`config.mk`:
```
export PLATFORM = sky130hd
export DESIGN_NAME = mem_arbiter_flat
export DESIGN_NICKNAME = d
export VERILOG_FILES = /design/src/rtl/mem_arbiter_if.sv /design/src/rtl/mem_arbiter.sv /design/src/flat_wrapper.sv
export SDC_FILE = /design/constraint.sdc
export NUM_CORES = 1
export LEC_CHECK = 0
export ABC_AREA = 1
export CAP_MARGIN = 5
export CORE_MARGIN = 3
export CORE_UTILIZATION = 35
export CTS_CLUSTER_DIAMETER = 120
export DETAILED_ROUTE_END_ITERATION = 8
export GPL_TIMING_DRIVEN = 0
export PLACE_DENSITY = 0.73
export REMOVE_ABC_BUFFERS = 1
export SKIP_LAST_GASP = 1
export SLEW_MARGIN = 10
export SYNTH_ARGS = -nofsm -noshare
export SYNTH_HDL_FRONTEND = slang
export SYNTH_SLANG_ARGS = --single-unit
```
`constraint.sdc`:
```
create_clock -name clk -period 1.7 [get_ports clk]
set_input_delay 0.51 -clock clk [delete_from_list [all_inputs] [get_ports clk]]
set_output_delay 0.51 -clock clk [all_outputs]
set_load 0.02 [all_outputs]
```
`src/rtl/mem_arbiter_if.sv`:
```
// Bundle of fetch-side, data-side and memory-side signals around the arbiter.
// The slave modport is the arbiter's view; the master modport is the environment's view.
interface mem_arbiter_if;
  logic        i_rd;
  logic [15:0] i_addr;
  logic [15:0] i_data;
  logic        i_done;
  logic        i_stall;
  logic        d_rd;
  logic        d_wr;
  logic        d_dump;
  logic [15:0] d_addr;
  logic [15:0] d_wdata;
  logic [15:0] d_data;
  logic        d_done;
  logic        d_stall;
  logic [15:0] mem_addr;
  logic [15:0] mem_datain;
  logic        mem_rd;
  logic        mem_wr;
  logic        mem_dump;
  logic [15:0] mem_dataout;
  logic        mem_done;
  logic        mem_err;
  logic        err;

  modport slave (
    input  i_rd, i_addr, d_rd, d_wr, d_dump, d_addr, d_wdata,
           mem_dataout, mem_done, mem_err,
    output i_data, i_done, i_stall, d_data, d_done, d_stall,
           mem_addr, mem_datain, mem_rd, mem_wr, mem_dump, err
  );

  modport master (
    output i_rd, i_addr, d_rd, d_wr, d_dump, d_addr, d_wdata,
           mem_dataout, mem_done, mem_err,
    input  i_data, i_done, i_stall, d_data, d_done, d_stall,
           mem_addr, mem_datain, mem_rd, mem_wr, mem_dump, err
  );
endinterface

```
`src/rtl/mem_arbiter.sv`:
```
// Shares one memory between fetch and data requesters: data has priority, a
// starvation counter forces fetch through, and a watchdog flags a hung memory.
module mem_arbiter #(
  parameter int unsigned STARVE_LIMIT = 4,
  parameter int unsigned TIMEOUT      = 255
) (
  input logic          clk,
  input logic          rst,
  mem_arbiter_if.slave bus
);

  typedef enum logic [1:0] {
    IDLE   = 2'd0,
    I_BUSY = 2'd1,
    D_BUSY = 2'd2
  } state_t;

  localparam logic [3:0] STARVE_MAX = 4'(STARVE_LIMIT);
  localparam logic [7:0] WD_LAST    = 8'(TIMEOUT - 1);

  state_t      state;
  logic [3:0]  starve_cnt;
  logic [7:0]  wd_cnt;
  logic        wd_err;
  logic [15:0] mem_addr_q;
  logic [15:0] mem_datain_q;
  logic        mem_rd_q;
  logic        mem_wr_q;
  logic        mem_dump_q;

  logic d_req;
  logic grant_d;
  logic grant_i;
  logic i_complete;
  logic d_complete;
  logic busy;

  always_comb begin
    d_req      = bus.d_rd | bus.d_wr;
    grant_d    = d_req && !(bus.i_rd && (starve_cnt == STARVE_MAX));
    grant_i    = !grant_d && bus.i_rd;
    i_complete = (state == I_BUSY) && bus.mem_done;
    d_complete = (state == D_BUSY) && bus.mem_done;
    busy       = (state != IDLE);
  end

  // Memory-side controls are latched at grant so an abandoned request still
  // drives a coherent transaction to completion.
  always_ff @(posedge clk or negedge rst) begin
    if (!rst) begin
      state        <= IDLE;
      starve_cnt   <= '0;
      wd_cnt       <= '0;
      wd_err       <= 1'b0;
      mem_addr_q   <= '0;
      mem_datain_q <= '0;
      mem_rd_q     <= 1'b0;
      mem_wr_q     <= 1'b0;
      mem_dump_q   <= 1'b0;
    end else begin
      case (state)
        IDLE: begin
          wd_cnt <= '0;
          if (grant_d) begin
            state        <= D_BUSY;
            mem_addr_q   <= bus.d_addr;
            mem_datain_q <= bus.d_wdata;
            mem_rd_q     <= bus.d_rd;
            mem_wr_q     <= bus.d_wr;
            mem_dump_q   <= bus.d_dump;
            if (!bus.i_rd) begin
              starve_cnt <= '0;
            end else if (starve_cnt != STARVE_MAX) begin
              starve_cnt <= starve_cnt + 4'd1;
            end
          end else if (grant_i) begin
            state        <= I_BUSY;
            mem_addr_q   <= bus.i_addr;
            mem_datain_q <= '0;
            mem_rd_q     <= 1'b1;
            mem_wr_q     <= 1'b0;
            mem_dump_q   <= 1'b0;
            starve_cnt   <= '0;
          end
        end
        I_BUSY, D_BUSY: begin
          if (bus.mem_done || (wd_cnt == WD_LAST)) begin
            state        <= IDLE;
            mem_addr_q   <= '0;
            mem_datain_q <= '0;
            mem_rd_q     <= 1'b0;
            mem_wr_q     <= 1'b0;
            mem_dump_q   <= 1'b0;
            if (!bus.mem_done) begin
              wd_err <= 1'b1;
            end
          end else begin
            wd_cnt <= wd_cnt + 8'd1;
          end
        end
        default: state <= IDLE;
      endcase
    end
  end

  assign bus.mem_addr   = mem_addr_q;
  assign bus.mem_datain = mem_datain_q;
  assign bus.mem_rd     = mem_rd_q;
  assign bus.mem_wr     = mem_wr_q;
  assign bus.mem_dump   = mem_dump_q;

  assign bus.i_done = i_complete & bus.i_rd;
  assign bus.d_done = d_complete & d_req;
  assign bus.i_data = bus.i_done ? bus.mem_dataout : '0;
  assign bus.d_data = bus.d_done ? bus.mem_dataout : '0;

  // Request-derived outputs are masked by rst so every output reads 0 in reset.
  assign bus.i_stall = rst & bus.i_rd & ~i_complete;
  assign bus.d_stall = rst & d_req & ~d_complete;
  assign bus.err     = rst & ((bus.mem_err & busy) | (bus.d_rd & bus.d_wr) | wd_err);

endmodule

```
`src/flat_wrapper.sv`:
```
// flat-port wrapper written by rule: the top's interface ports become plain ports
module mem_arbiter_flat 
#(
  parameter int unsigned STARVE_LIMIT = 4,
  parameter int unsigned TIMEOUT      = 255
)
  (clk, rst, bus_i_rd, bus_i_addr, bus_d_rd, bus_d_wr, bus_d_dump, bus_d_addr, bus_d_wdata, bus_mem_dataout, bus_mem_done, bus_mem_err, bus_i_data, bus_i_done, bus_i_stall, bus_d_data, bus_d_done, bus_d_stall, bus_mem_addr, bus_mem_datain, bus_mem_rd, bus_mem_wr, bus_mem_dump, bus_err);
  mem_arbiter_if bus_i ();
  input logic clk;
  input logic rst;
  input wire logic [$bits(bus_i.i_rd)-1:0] bus_i_rd;
  input wire logic [$bits(bus_i.i_addr)-1:0] bus_i_addr;
  input wire logic [$bits(bus_i.d_rd)-1:0] bus_d_rd;
  input wire logic [$bits(bus_i.d_wr)-1:0] bus_d_wr;
  input wire logic [$bits(bus_i.d_dump)-1:0] bus_d_dump;
  input wire logic [$bits(bus_i.d_addr)-1:0] bus_d_addr;
  input wire logic [$bits(bus_i.d_wdata)-1:0] bus_d_wdata;
  input wire logic [$bits(bus_i.mem_dataout)-1:0] bus_mem_dataout;
  input wire logic [$bits(bus_i.mem_done)-1:0] bus_mem_done;
  input wire logic [$bits(bus_i.mem_err)-1:0] bus_mem_err;
  output wire logic [$bits(bus_i.i_data)-1:0] bus_i_data;
  output wire logic [$bits(bus_i.i_done)-1:0] bus_i_done;
  output wire logic [$bits(bus_i.i_stall)-1:0] bus_i_stall;
  output wire logic [$bits(bus_i.d_data)-1:0] bus_d_data;
  output wire logic [$bits(bus_i.d_done)-1:0] bus_d_done;
  output wire logic [$bits(bus_i.d_stall)-1:0] bus_d_stall;
  output wire logic [$bits(bus_i.mem_addr)-1:0] bus_mem_addr;
  output wire logic [$bits(bus_i.mem_datain)-1:0] bus_mem_datain;
  output wire logic [$bits(bus_i.mem_rd)-1:0] bus_mem_rd;
  output wire logic [$bits(bus_i.mem_wr)-1:0] bus_mem_wr;
  output wire logic [$bits(bus_i.mem_dump)-1:0] bus_mem_dump;
  output wire logic [$bits(bus_i.err)-1:0] bus_err;
  assign bus_i.i_rd = bus_i_rd;
  assign bus_i.i_addr = bus_i_addr;
  assign bus_i.d_rd = bus_d_rd;
  assign bus_i.d_wr = bus_d_wr;
  assign bus_i.d_dump = bus_d_dump;
  assign bus_i.d_addr = bus_d_addr;
  assign bus_i.d_wdata = bus_d_wdata;
  assign bus_i.mem_dataout = bus_mem_dataout;
  assign bus_i.mem_done = bus_mem_done;
  assign bus_i.mem_err = bus_mem_err;
  assign bus_i_data = bus_i.i_data;
  assign bus_i_done = bus_i.i_done;
  assign bus_i_stall = bus_i.i_stall;
  assign bus_d_data = bus_i.d_data;
  assign bus_d_done = bus_i.d_done;
  assign bus_d_stall = bus_i.d_stall;
  assign bus_mem_addr = bus_i.mem_addr;
  assign bus_mem_datain = bus_i.mem_datain;
  assign bus_mem_rd = bus_i.mem_rd;
  assign bus_mem_wr = bus_i.mem_wr;
  assign bus_mem_dump = bus_i.mem_dump;
  assign bus_err = bus_i.err;
  mem_arbiter #(.STARVE_LIMIT(STARVE_LIMIT), .TIMEOUT(TIMEOUT)) u_core (.clk(clk), .rst(rst), .bus(bus_i));
endmodule
```
==> run metrics, run 1 <==
status=finished, violations left; failing checks=negative setup slack; clk sinks=50; Crit. End Element=output port; Max Freq=467 MHz; Worst slew margin=72.5%; maximum VDD drop=0.644 mV; Area contributors post-synth=dfrtp_1, nand2_1, nand4_1; commonest non-fill, non-tap cell in the layout=nand2_1; fin worst setup slack=-0.442 ns; number of global-route vias before repair=3229; initial antenna violation count=0; Post-Syn Area=3000 µm²; max cap viols=0; std cell rows=33; TritonCTS clock tree=built; GP Congestion=0.802; worst skew pair latency=0.30 ns; Setup TNS Final=-26.03 ns; Yosys warning count=0; core area=8260 µm²; final layout net count=624; Antenna Nets Post-Route=0; total grt overflow=0; clk slew on worst S/H paths=0.09 ns; die area=9720 µm²; Tcrit/Tclk final=126%; Mapped Cells=396; die span in x=98.6 µm; WL/cell=15.8 µm; crit path kind=reg2out; Synth top area share=41.7%; drt pass-1 iters=4; CTS Root Cell=clkbuf_8; sequential area share after synthesis=41.7%; Initial Util=36.3%; ANT cells=0; Via density=5.02; Worst Path Max Fanout=3; # setup viols final=82; P&R area growth vs syn=62.4%; GRT Total Usage=20.7%; Num CTS Buffers=5; RSZ-0062 raised after global routing=true; syn avg cell area=7.57 µm²; Leakage Power=2.48 nW; H-tree depth=2; worst hold path type=in2async; pwr/cell area=1410 nW/µm²; max-slew violations=0; first-pass GRT wire length=16400 µm; placed wire-length estimate=6410 µm; synth unique cells=33; Synth Register Bits=50; Tmin final=2.14 ns; area leader, netlist=dfrtp_1; most frequent cells in the layout=nand2_1, clkdlybuf4s50_1, dfrtp_1, dlygate4sd2_1, nand4_1; chip height=98.6 µm; Port Buffer Count=143; Top Ports=144; final hold viol count=0; Startpoint Class=flop; Clock Tree Buf Depth=2; Arrival @ worst endpoint=1.63 ns; critical path required time=1.19 ns; Clock Skew=0.00644 ns; DR vias=3262; Worst Max-Slew Pin Slew=0.412 ns; residual DRC count=0; Core Util, Final=59.0%; largest net degree at the start of global routing=37; layout cell share with drive strength beyond 1=23.5%; Total Wirelength=10200 µm; Starting DRT DRC Count=145
[stage by stage]
stage / setup WS (ns) / hold slack (ns) / power (mW) / cells / cell area (µm²)
final: -0.442 / 0.0875 / 6.85 / 650 / 4870
after global routing: -0.536 / 0.0976 / 7.39 / 650 / 4870
after CTS: -0.420 / 0.0959 / 6.78 / 647 / 4760
after detailed placement: -1.29 / 0.464 / 5.67 / 625 / 4470
after global placement: -2.64 / 0.461 / 5.58 / 624 / 4450
after floorplan: -0.509 / 0.214 / 4.13 / 376 / 2890
[repair_timing]
action / 4_1_cts / 5_1_grt
cloned: 6 / 1
hold endpoints to repair: 0 / 0
setup buffers: 8 / 2
endpoints found under the setup margin: 122 / 86
pin swaps: 6 / 3
resized for setup: 280 / 27
hold buffers: 0 / 0
[where the power goes]
part,internal (mW),leakage (nW),total (mW),switching [mW]
clock network,0.290,0.0441,0.705,0.414
logic,1.58,1.78,4.32,2.74
registers,1.59,0.656,1.83,0.235
total,3.46,2.48,6.85,3.39
[sequential cells by signal (all words and copies together), names as in the netlist]
| signal | flops |
|---|---|
| u_core.bus.mem_wr | 1 |
| u_core.starve_cnt | 4 |
| u_core.wd_err | 1 |
| u_core.state | 2 |
| u_core.bus.mem_datain | 16 |
| u_core.bus.mem_dump | 1 |
| u_core.wd_cnt | 8 |
| u_core.bus.mem_addr | 16 |
| u_core.bus.mem_rd | 1 |
[synthesized netlist by cell type]
cell type / number
nand2_1: 115
dfrtp_1: 50
nor2_1: 45
inv_1: 34
nand4_1: 34
nand3_1: 24
o21ai_1: 18
nand2_2: 12
clkbuf_1: 10
ha_1: 8
o21ai_0: 6
o21ai_2: 4
a21oi_1: 3
buf_1: 3
buf_2: 3
nand2_4: 3
xor2_1: 3
buf_4: 2
inv_2: 2
nand3b_1: 2
nor2_2: 2
nor2_8: 2
a21oi_2: 1
a31o_2: 1
buf_12: 1
buf_6: 1
nand2_8: 1
nand3_2: 1
nand3_4: 1
nor2_4: 1
nor3_1: 1
or2_2: 1
xnor2_1: 1
[layout make-up]
| type | count | area (µm²) |
|---|---|---|
| fill | 750 | 3390 |
| multi-input combinational | 295 | 1760 |
| inverter | 36 | 174 |
| tap | 105 | 131 |
| sequential | 50 | 1250 |
| clock inverter | 3 | 21.3 |
| timing repair buffer | 154 | 1440 |
| timing repair inverter | 2 | 16.3 |
| clock buffer | 5 | 68.8 |
[critical path, cell delays in order (launching register included)]
cell,delay (ns)
dfrtp_1,0.43
inv_2,0.10
ha_4,0.14
nand2_4,0.05
nor2_4,0.13
clkinvlp_4,0.13
buf_6,0.14
nor2_4,0.09
buf_6,0.13
[final timing paths]
path                                               from                  endpoint  slack, ns  cells past startpoint
worst max-delay path                    u_core.state[0]             bus_d_data[3]      -0.44                      8
max in group asynchronous                           rst      u_core.starve_cnt[1]       1.15                      2
min in group clk                u_core.bus.mem_addr[10]   u_core.bus.mem_addr[10]       0.48                      2
worst min register to register  u_core.bus.mem_addr[10]   u_core.bus.mem_addr[10]       0.48                      2
worst min-delay path                                rst  u_core.bus.mem_datain[6]       0.09                      1
worst max register to register          u_core.state[0]    u_core.bus.mem_addr[5]      -0.34                      9
[metal layers]
metal | part of all wire, % | global-route usage, %
met2 | 46 | 34.1
met1 | 42 | 27.2
met3 | 11 | 6.09
met4 | 1.0 | 4.41
met5 | 0 | 0
[cell families after synthesis]
| family | synth area share, % |
|---|---|
| simple gates | 39.3 |
| compound gates | 6.26 |
| flops | 41.7 |
| buf+inv | 8.18 |
| xor+xnor | 1.17 |
| fa+ha+maj | 3.34 |
(Power assumes the default switching activity.)
==> inputs of run 2 (changes only) <==
--- a/config.mk
+++ b/config.mk
@@ -12,8 +12,7 @@
 export CTS_CLUSTER_DIAMETER = 120
 export DETAILED_ROUTE_END_ITERATION = 8
 export GPL_TIMING_DRIVEN = 0
-export PLACE_DENSITY = 0.73
-export REMOVE_ABC_BUFFERS = 1
+export PLACE_DENSITY = 0.71
 export SKIP_LAST_GASP = 1
 export SLEW_MARGIN = 10
 export SYNTH_ARGS = -nofsm -noshare
==> constraint.sdc (replaced) <==
create_clock -name clk -period 2.54 [get_ports clk]
set_input_delay 0.762 -clock clk [delete_from_list [all_inputs] [get_ports clk]]
set_output_delay 0.762 -clock clk [all_outputs]
set_load 0.02 [all_outputs]
==> run 2 against run 1 <==
The flow now finishes without violations. Flip-flop and latch count stayed put. Clock power shrank 28%. Global-route usage shrank 2.5 points. Non-clock buffer count rose by 14. Largest power group unchanged. Sequential power down 33%. Cell area fell by 4.8%. Worst setup slack improved by 0.49 ns. Hold slack improved by 0.21 ns. Critical path depth decreased by 1. Die area unchanged. Utilization shrank 2.8 points. Count of clock-buffer cells in the layout is the same.
==> run metrics, run 2 (same netlist as run 1, synthesis figures left out) <==
status=completed; Arrival @ worst endpoint=1.73 ns (+0.10 ns); internal power=2.36 mW (-32%); TritonCTS clock tree=built; GP Congestion=0.818 (+2.0%); largest net degree at the start of global routing=28 (-24%); total grt overflow=0 (unchanged); Syn Nets=476; final instance area=4640 µm² (-4.8%); final hold viol count=0 (unchanged); final layout net count=631 (+1.1%); Sw Share=47.1% (-2.4 points); placed wire-length estimate=6870 µm (+7.1%); Via density=4.85 (-3.3%); clk slew on worst S/H paths=0.10 ns (about the same); DR vias=3188 (-2.3%); layout cell share with drive strength beyond 1=16.8% (-6.6 points); worst hold path type=in2async; Clock Tree Buf Depth=2 (unchanged); Top Ports=144 (unchanged); reg2reg setup slack=0.62 ns (+0.96 ns); Port Buffer Count=143 (unchanged); RSZ-0062 raised after global routing=true; critical path required time=1.78 ns (+0.59 ns); Crit. End Element=output port; hold-fix buffers at CTS=0 (unchanged); switching power=2.10 mW (-38%); fin worst setup slack=0.0525 ns (+0.494 ns); initial antenna violation count=0 (unchanged); Multi-input gate area=1530 µm² (-13%); Clock Skew=0.00636 ns (-0.0000767 ns); worst skew pair latency=0.31 ns (about the same); Reg-to-Reg Start=u_core.state[0]; Antenna Nets Post-Route=0 (unchanged); Clock Power Share=11.5% (+1.2 points); ANT cells=0 (unchanged); clk sinks=50 (unchanged); std cell rows=33 (unchanged); die span in x=98.6 µm (unchanged); residual DRC count=0 (unchanged); number of global-route vias before repair=3173 (-1.7%); Initial Util=36.3% (unchanged); Num CTS Buffers=5 (unchanged); final non-filler cell total=657 (+1.1%); Fillers=802 (+6.9%); Worst R2R Path Depth=6 (-3); Leakage Power=2.33 nW (-6.3%); max-slew violations=0 (unchanged); pwr/cell area=961 nW/µm² (-32%); most frequent cells in the layout=nand2_1, clkdlybuf4s50_1, dfrtp_1, nor2_1, nand4_1; H-tree depth=2 (unchanged); first-pass GRT wire length=14900 µm (-9.6%); WHS=0.294 ns (+0.207 ns); P&R area growth vs syn=54.7%; core area=8260 µm² (unchanged); die area=9720 µm² (unchanged); Crit Reg-Reg Endpoint=u_core.bus.mem_datain[14]; pre-CTS setup slack=-1.12 ns (+0.172 ns); crit path kind=in2out; WL/cell=13.4 µm (-15%); drt pass-1 iters=4 (unchanged); Post-DP Area=4580 µm² (+2.5%); GRT Total Usage=18.2% (-2.5 points); # setup viols final=0 (-100%); chip height=98.6 µm (unchanged); Max Freq=402 MHz; Worst Max-Slew Pin Slew=0.468 ns (+0.0569 ns); sequential power share=27.6% (+0.9 points); total power=4.46 mW (-35%); maximum VDD drop=0.421 mV (-35%); Starting DRT DRC Count=131 (-9.7%); Startpoint Class=input port; commonest non-fill, non-tap cell in the layout=nand2_1; flip-flop and latch area=1250 µm² (about the same); Worst slew margin=68.8% (-3.8 points); Tmin final=2.49 ns; Post-Place Cells=645 (+3.2%); CTS Root Cell=clkbuf_8; Worst Path Max Fanout=10 (+7); max cap viols=0 (unchanged); Tcrit/Tclk final=97.9%; Total Wirelength=8830 µm (-14%); combinational share of power=60.9% (-2.2 points)
## run 2: cell types whose count changed in the layout (fill, tap and decap cells not counted), moves of 5 or more
cell,change
buf_4,-14
clkbuf_1,+8
buf_6,-14
dlygate4sd2_1,-34
clkdlybuf4s50_1,+35
buf_2,+15
nor2_1,+16
clkdlybuf4s15_1,+5
clkbuf_2,+5
nor2_2,-6
nor2_4,-11
## run 2: metrics by stage
stage	util, %	setup TNS [ns]
3_5_place_dp	55.5	-32.78
6_report	56.2	0
2_1_floorplan	-	-1.39
4_1_cts	56.0	-0.0423
3_3_place_gp	55.3	-82.51
5_1_grt	56.2	-0.0684
## run 2: layout make-up
| class | count | share of cell area [%] |
|---|---|---|
| clock inverters | 3 | 0.620 |
| flip-flops and latches | 50 | 27.0 |
| inverters | 36 | 2.91 |
| clock buffers | 5 | 1.48 |
| repair buffers | 148 | 29.4 |
| multi-input cells | 290 | 32.9 |
| plain buffers | 20 | 2.81 |
| well taps | 105 | 2.83 |
## run 2: power groups by stage
stage          combinational [mW]  sequential (mW)  clock [mW]
2_1_floorplan                1.45             1.48           0
3_3_place_gp                 2.68             1.24           0
3_5_place_dp                 2.73             1.25           0
4_1_cts                      2.72             1.23       0.519
5_1_grt                      3.00             1.26       0.555
6_report                     2.71             1.23       0.511
## run 2: worst max-delay path by stage
stage / startpoint / endpoint / slack, ns / cells past startpoint
floorplan: bus_mem_done / bus_d_data[10] / -0.07 / 5
CTS: bus_i_rd / bus_i_data[12] / -0.04 / 7
detailed placement: bus_i_rd / bus_i_data[12] / -1.12 / 7
finish: bus_mem_done / bus_i_data[12] / 0.05 / 7
global placement: rst / bus_err / -2.25 / 4
global route: bus_mem_done / bus_i_data[12] / -0.04 / 7
## run 2: per-layer routing
metal / GRT usage (%) / wire length (µm) / vias to the layer above
met3: 5.10 / 711 / 9
li1: - / - / 1587
met1: 23.9 / 3900 / 1476
met4: 4.52 / 95 / 0
met2: 29.8 / 4120 / 116
met5: 0 / 0 / -
## run 2: worst max-delay path, stage by stage
cell	delay (ns)
clkdlybuf4s15_2	0.22
nand2_1	0.11
nor2_4	0.11
inv_2	0.08
clkbuf_8	0.16
nor2_1	0.12
buf_4	0.16
## run 2: what timing repair did
| action | in CTS | in global routing |
|---|---|---|
| pin swaps | 3 | 1 |
| setup endpoints to repair | 37 | 33 |
| gates resized for setup | 130 | 29 |
| setup buffers | 3 | 1 |
